### src/rtl/mips_fetch_stage.sv
// MIPS instruction fetch stage: single-outstanding imem requester
// feeding the IF/ID register through a one-entry skid buffer.
module mips_fetch_stage #(
  parameter logic [31:0] RESET_PC    = 32'h0000_0000,
  parameter logic [5:0]  NOP_OPFIELD = 6'b111111
) (
  input  logic        clk,
  input  logic        rst_n,
  input  logic        stall,
  input  logic        branch_taken,
  input  logic [31:0] branch_target,
  output logic        imem_req,
  output logic [31:0] imem_addr,
  input  logic        imem_gnt,
  input  logic        imem_rvalid,
  input  logic [31:0] imem_rdata,
  output logic        if_id_valid,
  output logic [31:0] if_id_instr,
  output logic [31:0] if_id_pc4,
  output logic [5:0]  opfield,
  output logic [31:0] fetch_count
);

  localparam logic [1:0] IDLE = 2'd0;
  localparam logic [1:0] WAIT = 2'd1;
  localparam logic [1:0] DROP = 2'd2;

  logic [1:0]  state_q, state_d;
  logic [31:0] pc_q, pc_d;
  logic [31:0] req_pc_q, req_pc_d;
  logic        sk_v_q, sk_v_d;
  logic [31:0] sk_instr_q, sk_instr_d;
  logic [31:0] sk_pc4_q, sk_pc4_d;
  logic        v_q, v_d;
  logic [31:0] instr_q, instr_d;
  logic [31:0] pc4_q, pc4_d;
  logic [31:0] cnt_q, cnt_d;
  logic        deliver;

  assign imem_req    = (state_q == IDLE) & ~sk_v_q & ~branch_taken;
  assign imem_addr   = {pc_q[31:2], 2'b00};
  assign if_id_valid = v_q;
  assign if_id_instr = instr_q;
  assign if_id_pc4   = pc4_q;
  assign opfield     = v_q ? instr_q[31:26] : NOP_OPFIELD;
  assign fetch_count = cnt_q;

  always_comb begin
    state_d    = state_q;
    pc_d       = pc_q;
    req_pc_d   = req_pc_q;
    sk_v_d     = sk_v_q;
    sk_instr_d = sk_instr_q;
    sk_pc4_d   = sk_pc4_q;
    v_d        = v_q;
    instr_d    = instr_q;
    pc4_d      = pc4_q;
    cnt_d      = cnt_q;
    deliver    = 1'b0;
    if (branch_taken) begin
      // Flush everything; an in-flight response must still be absorbed
      pc_d   = {branch_target[31:2], 2'b00};
      v_d    = 1'b0;
      sk_v_d = 1'b0;
      unique case (state_q)
        IDLE:       state_d = IDLE;
        WAIT, DROP: state_d = imem_rvalid ? IDLE : DROP;
        default:    state_d = IDLE;
      endcase
    end else begin
      unique case (state_q)
        IDLE: begin
          if (imem_req && imem_gnt) begin
            req_pc_d = pc_q;
            pc_d     = pc_q + 32'd4;
            state_d  = WAIT;
          end
        end
        WAIT: begin
          if (imem_rvalid) begin
            deliver = 1'b1;
            state_d = IDLE;
          end
        end
        DROP: begin
          if (imem_rvalid) state_d = IDLE;
        end
        default: state_d = IDLE;
      endcase
      if (deliver) begin
        if (!v_q || !stall) begin
          v_d     = 1'b1;
          instr_d = imem_rdata;
          pc4_d   = req_pc_q + 32'd4;
          cnt_d   = cnt_q + 32'd1;
        end else begin
          sk_v_d     = 1'b1;
          sk_instr_d = imem_rdata;
          sk_pc4_d   = req_pc_q + 32'd4;
        end
      end else if (!stall) begin
        if (sk_v_q) begin
          v_d     = 1'b1;
          instr_d = sk_instr_q;
          pc4_d   = sk_pc4_q;
          sk_v_d  = 1'b0;
          cnt_d   = cnt_q + 32'd1;
        end else begin
          v_d = 1'b0;
        end
      end
    end
  end

  always_ff @(posedge clk) begin
    if (!rst_n) begin
      state_q    <= IDLE;
      pc_q       <= RESET_PC;
      req_pc_q   <= 32'd0;
      sk_v_q     <= 1'b0;
      sk_instr_q <= 32'd0;
      sk_pc4_q   <= 32'd0;
      v_q        <= 1'b0;
      instr_q    <= 32'd0;
      pc4_q      <= 32'd0;
      cnt_q      <= 32'd0;
    end else begin
      state_q    <= state_d;
      pc_q       <= pc_d;
      req_pc_q   <= req_pc_d;
      sk_v_q     <= sk_v_d;
      sk_instr_q <= sk_instr_d;
      sk_pc4_q   <= sk_pc4_d;
      v_q        <= v_d;
      instr_q    <= instr_d;
      pc4_q      <= pc4_d;
      cnt_q      <= cnt_d;
    end
  end

endmodule

### config.mk
export PLATFORM = sky130hd
export DESIGN_NAME = mips_fetch_stage
export DESIGN_NICKNAME = d
export VERILOG_FILES = /design/src/rtl/mips_fetch_stage.sv
export SDC_FILE = /design/constraint.sdc
export NUM_CORES = 1
export LEC_CHECK = 0
export CAP_MARGIN = 15
export CORE_MARGIN = 4
export CORE_UTILIZATION = 25
export CTS_CLUSTER_SIZE = 20
export DETAILED_ROUTE_END_ITERATION = 10
export PLACE_DENSITY = 0.48
export SLEW_MARGIN = 0
export SYNTH_ARGS = -nofsm -noshare
export SYNTH_HDL_FRONTEND = slang
export SYNTH_SLANG_ARGS = --single-unit
### constraint.sdc
create_clock -name clk -period 2.1 [get_ports clk]
set_clock_uncertainty 0.1 [all_clocks]
set_input_delay 0.21 -clock clk [delete_from_list [all_inputs] [get_ports clk]]
set_output_delay 0.21 -clock clk [all_outputs]
set_load 0.005 [all_outputs]
; ---- Word level (Yosys, flattened, before mapping)
; Cells that the tools add are included.
[totals]
word_cells = 77
input_bits = 70
out_inout_bits = 136
regBits = 228
[classes]
add_sub_neg = 3
n_eq_ne = 7
bitwise = 6
reduce_logical = 18
muxes = 32
[ops]
columns = op, count
row1 = two-way mux 32 bit, 15
row2 = "adder 32 x 3 -> 32 bit, second input constant", 2
row3 = "adder 32 x 1 -> 32 bit, second input constant", 1
row4 = two-way mux 1 bit, 10
row5 = two-way mux 2 bit, 5
row6 = AND reduction 2 bit, 5
row7 = two-way mux 6 bit, 1
row8 = AND reduction 3 bit, 2
row9 = nonzero test 2 bit, 3
row10 = "inequality test 2 x 1 -> 1 bit, second input constant", 2
row11 = inverter 1 bit, 4
row12 = one-hot mux 2 bit (2 select lines), 1
row13 = AND reduction 4 bit, 1
row14 = OR reduction 2 bit, 2
row15 = "inequality test 3 x 1 -> 1 bit, second input constant", 1
row16 = "inequality test 3 x 2 -> 1 bit, second input constant", 1
row17 = bitwise AND 1 bit, 2
row18 = "== test 2 x 1 -> 1 bit, second input constant", 1
row19 = "== test 2 bit, second input constant", 1
row20 = logical NOT 1 bit, 2
row21 = logical NOT 2 bit, 1
row22 = "inequality test 2 bit, second input constant", 1
row23 = logical AND 1 bit, 1
row24 = logical OR 1 bit, 1

; ---- Logic depth before layout (Yosys ltp)
[logic_depth]
depth_word = 7
mapped_depth = 10
mapped_depth_nobuf = 7

; ---- Worst setup path before layout
; No wires, ideal clock.
[synth_timing]
kind = flip-flop to flip-flop
from = reg req_pc_q[2]
to = reg pc4_q[18], in the netlist if_id_pc4[18]
slack_ns = 0.218
arrival_time_ns = 1.686
setup_time_ns = 0.096
required_ns = 1.904
path_stages_with_launch = 7
path_cell_list = dfxtp_1 -> ha_1 -> nand3_1 -> nor4_4 -> nor3b_2 -> nor3_1 -> o41ai_2
[synth_between]
elab_chain_cells = 3
[synth_lines]
columns = element, line_no
row1 = from (decl), 30  ; logic [31:0] req_pc_q, req_pc_d;
row2 = from (signal assigned), 130  ; req_pc_q <= req_pc_d;
row3 = adder 32 x 3 -> 32 bit, 94  ; pc4_d = req_pc_q + 32'd4;
row4 = two-way mux 32 bit, 91  ; if (!v_q || !stall) begin
row5 = two-way mux 32 bit, 90  ; if (deliver) begin
row6 = to (signal assigned), 136  ; pc4_q <= pc4_d;
row7 = to (decl), 36  ; logic [31:0] pc4_q, pc4_d;
; Every way passes these cells. The select of a mux whose other input is x is not followed.
; A chain may end at the register's enable or synchronous reset.

; ---- Worst setup path after layout
[layout_timing]
from = reg state_q[0]
to = out imem_req
[layout_between]
elab_chain_cells = 3
[layout_lines]
columns = element, line_no
row1 = from (decl), 28  ; logic [1:0] state_q, state_d;
row2 = from (signal assigned), 128  ; state_q <= state_d;
row3 = logical NOT 2 bit, 40  ; assign imem_req = (state_q == IDLE) & ~sk_v_q & ~branch_taken;
row4 = bitwise AND 1 bit (2 in series), 40
row5 = to (decl), 12  ; output logic imem_req,
; Every way passes these cells.

==> reports/qor_table.md <==
| Item | Reported | Unit |
| --- | --- | --- |
| Run status | complete, no violations | - |
| Total of fill cells in the finished design | 4076 | - |
| Routed vias/inst | 4.74 | - |
| First drt pass iteration count | 4 | - |
| Number of placed I/O pins | 206 | - |
| Post-route DRC violation count | 0 | - |
| Final Hold Vio Count | 0 | - |
| Worst setup slack for register-to-register paths | 0.12 | ns |
| Share of flip-flops with an asynchronous set or reset | 0 | % |
| Pin slew with the least headroom to its limit | 0.504 | ns |
| Area Overhead vs Synth | 40.9 | % |
| Cell chosen for the clock root | sky130_fd_sc_hd__clkbuf_16 | - |
| Clock latency at the later pin of the worst-skew pair | 0.54 | ns |
| Most frequent cells in the layout | sky130_fd_sc_hd__nand2_1, sky130_fd_sc_hd__dfxtp_1, sky130_fd_sc_hd__clkdlybuf4s50_1 | - |
| Ant. Diodes | 0 | - |
| TritonCTS clock tree | done | - |
| Max IR drop VDD | 0.000593 | V |
| Critical Path End Type | output pin | - |
| Area inside the core boundary | 39000 | µm² |
| Source of the worst register-to-register timing path | state_q[0] | - |
| Data arrival, critical path | 1.67 | ns |
| Worst slew margin relative to its limit | 66.4 | % |
| Share of post-route cells with drive strength above 1 | 12.2 | % |
| Largest incremental delay on the critical path | 0.35 | ns |
| Area taken by flip-flops and latches | 4400 | µm² |
| Cell count of the worst reg-to-reg path | 8 | - |
| Crit path max-delay family | buffers and inverters | - |
| Clock slew at reported path FFs | 0.06 | ns |
| Final setup violation count | 0 | - |
| # nets final | 1527 | - |
| Number of distinct library cells after synthesis | 63 | - |
| Cell chain of the critical path | inv_1 > ha_4 > inv_1 > nor3_4 > clkbuf_2 | - |
| Startpoint of the worst setup timing path | state_q[0] | - |
| Synth Instances | 1219 | - |
| Antenna-violating nets left | 0 | - |
| Routability-driven placement congestion ratio | 0.758 | - |
| Number of warnings issued by yosys | 0 | - |
| Min Tclk post-route | 1.98 | ns |
| Hold WC Path Type | primary input to flop | - |
| Portion of the post-synthesis area used by sequential elements | 44.1 | % |
| Die Area | 43200 | µm² |
| Total of flip-flops plus latches after synthesis | 220 | - |
| Count of routing violations after the opening detailed-route iteration | 514 | - |
| Hold slack | 0.160 | ns |
| Worst hold stages | 3 | - |
| Cell taking the most area after synthesis | sky130_fd_sc_hd__dfxtp_1 | - |
| H-tree Lvls | 1 | - |
| Die height | 208 | µm |
| Maximum number of buffers from clock root to sink | 3 | - |
| Post-Synthesis Cell Area | 9980 | µm² |
| Overall fraction of global-route tracks in use | 14.0 | % |
| CP Launch Type | flop | - |
| Hold Path End | sk_instr_q[30] | - |
| FP Rows | 72 | - |
| Chip width | 208 | µm |
| Post-synth top area share | 44.1 | % |
| Part of the cycle the worst path needs | 94.4 | % |
| Antenna violations before repair | 0 | - |
| Reg2reg end | if_id_instr[29] | - |
| Hold_sp | imem_rdata[30] | - |
| Most frequent standard cell in the layout excluding fill and tap cells | sky130_fd_sc_hd__nand2_1 | - |
| Buffers & Inverters on Critical Path | 3 | - |
| Post-detailed-routing wire length | 32200 | µm |
| Clock sink count | 220 | - |
| Final max-slew violation count | 0 | - |
| Utilization after layout | 36.0 | % |
| Count of buffers inserted at the top-level ports | 199 | - |
| Worst-path cell with the longest stage delay | sky130_fd_sc_hd__dfxtp_1 | - |
| Starting utilization of the core area | 25.6 | % |
| Vias in the first global route | 9021 | - |
| Critical path's most frequent cell | sky130_fd_sc_hd__inv_1 | - |
| Pin count of the biggest net entering global routing | 53 | - |
| Post-synth EDFFs | 0 | - |
| Ys flop type | sky130_fd_sc_hd__dfxtp_1 | - |
| Clock buffer count from CTS | 27 | - |
| Global-route wire length before repair | 50600 | µm |
| GRT Residual Overflow | 0 | - |
| Total of max-cap violations | 0 | - |
| Average size of a mapped cell | 8.18 | µm² |
| HPWL after detailed placement | 22800 | µm |
| Largest fanout on the critical path | 4 | - |
| Total leakage power | 4.79 | nW |
| Crit path kind | flop to output pin | - |
| Synth top area cells | sky130_fd_sc_hd__dfxtp_1, sky130_fd_sc_hd__nand2_1, sky130_fd_sc_hd__a21oi_1 | - |
| Worst path required time | 1.79 | ns |
| Fmax | 504 | MHz |
| Routed via count | 9428 | - |
| Power density cells | 705 | nW/µm² |
| Routed length per instance | 16.2 | µm |
| Footprint of the multi-input gates | 5180 | µm² |
-- cell type report --
cell class / count / share of cell area, %
Multi-Input combinational cell: 901 / 36.9
Tap cell: 518 / 4.61
Clock inverter: 13 / 1.23
Timing Repair Buffer: 294 / 20.4
Clock buffer: 36 / 5.26
Sequential cell: 220 / 31.3
Inverter: 8 / 0.231
-- stage by stage --
stage                     setup TNS [ns]  cells  total power [W]  area [µm²]  worst slack [ns]
after floorplan                        0   1222          0.00473        9990             0.218
after global placement            -0.124   1936          0.00518       13000           -0.0121
after detailed placement          -0.772   1936          0.00518       13000           -0.0451
after CTS                        -0.0112   1986           0.0101       14000           -0.0112
after global routing              -0.115   1990           0.0103       14100           -0.0296
final                                  0   1990          0.00991       14100             0.117
-- worst register-to-register path: stages (launching register included) --
cell and delay, ns:
sky130_fd_sc_hd__dfxtp_1 0.41, sky130_fd_sc_hd__ha_4 0.18, sky130_fd_sc_hd__a21oi_1 0.12, sky130_fd_sc_hd__o21a_2 0.28
sky130_fd_sc_hd__nor2_4 0.21, sky130_fd_sc_hd__buf_4 0.16, sky130_fd_sc_hd__buf_12 0.15, sky130_fd_sc_hd__nor2_1 0.06
sky130_fd_sc_hd__a311oi_1 0.22
-- per-layer routing --
metal  GRT usage [%]  vias up  routed length [µm]
met4            2.51        0                 391
met3            3.08       28                1870
met2            22.4      207               14500
met1            19.6     4422               15400
met5               0        -                   0
li1                -     4771                   -
-- power by group --
group | switching, W | internal, W | leakage [nW] | total [W]
Sequential | 0.0000828 | 0.00425 | 1.78 | 0.00433
Combinational | 0.000386 | 0.000380 | 2.55 | 0.000766
Clock | 0.00186 | 0.00296 | 0.454 | 0.00481
-- repair_timing --
action                     in CTS  in global routing
pin swaps                       0                  2
setup endpoints to repair       1                 74
gates cloned                    0                  1
setup buffers                   0                  3
hold buffers                    1                  0
gates resized for setup         4                 11
hold endpoints to repair        1                  0
-- worst max path at each step --
| stage | to | cells past startpoint |
|---|---|---|
| 2_1_floorplan | if_id_pc4[18] | 6 |
| 3_3_place_gp | if_id_instr[14] | 7 |
| 3_5_place_dp | if_id_instr[2] | 7 |
| 4_1_cts | imem_req | 5 |
| 5_1_grt | if_id_instr[2] | 8 |
| 6_report | imem_req | 5 |
-- registers in the layout (all words and copies together) (netlist names) --
register / cells
sk_instr_q: 32
state_q: 2
if_id_pc4: 30
pc_q: 30
req_pc_q: 30
sk_pc4_q: 30
if_id_instr: 32
if_id_valid: 1
sk_v_q: 1
fetch_count: 32
-- logic make-up after synthesis --
logic type / share of synthesized area [%]
compound gates: 17.5
xor+xnor: 5.53
fa+ha+maj: 0.627
buf+inv: 4.72
flops: 44.1
mux: 1.61
other cells: 0.0376
simple gates: 25.8
-- Yosys cell counts, types with 2 or more instances --
library cell and n:
sky130_fd_sc_hd__a2111oi_0 5, sky130_fd_sc_hd__o2bb2ai_1 9, sky130_fd_sc_hd__a211oi_1 29, sky130_fd_sc_hd__a221oi_1 2, sky130_fd_sc_hd__nor2_2 2, sky130_fd_sc_hd__nand4_2 6, sky130_fd_sc_hd__or3_1 9, sky130_fd_sc_hd__dfxtp_1 220
sky130_fd_sc_hd__o21ai_1 5, sky130_fd_sc_hd__nand3_1 42, sky130_fd_sc_hd__buf_4 9, sky130_fd_sc_hd__o21ai_0 64, sky130_fd_sc_hd__and4_4 2, sky130_fd_sc_hd__nor2_1 88, sky130_fd_sc_hd__nor3_4 2, sky130_fd_sc_hd__nor4_1 9
sky130_fd_sc_hd__a311oi_1 34, sky130_fd_sc_hd__ha_1 5, sky130_fd_sc_hd__mux2i_1 16, sky130_fd_sc_hd__o211ai_1 4, sky130_fd_sc_hd__nor3_1 12, sky130_fd_sc_hd__a21oi_1 107, sky130_fd_sc_hd__nand2b_1 21, sky130_fd_sc_hd__and4_1 9
sky130_fd_sc_hd__nand2_1 260, sky130_fd_sc_hd__a31oi_1 6, sky130_fd_sc_hd__xor2_1 38, sky130_fd_sc_hd__and2_1 5, sky130_fd_sc_hd__nand4b_1 2, sky130_fd_sc_hd__xnor2_1 25, sky130_fd_sc_hd__clkbuf_1 63, sky130_fd_sc_hd__inv_1 7
sky130_fd_sc_hd__a31o_2 4, sky130_fd_sc_hd__nand4_1 34, sky130_fd_sc_hd__and3_1 14, sky130_fd_sc_hd__nand3b_1 3, sky130_fd_sc_hd__clkbuf_8 3, sky130_fd_sc_hd__nor4_4 2, sky130_fd_sc_hd__buf_2 15, sky130_fd_sc_hd__a31o_1 4
Note: power is estimated with default switching activity, not from simulation.
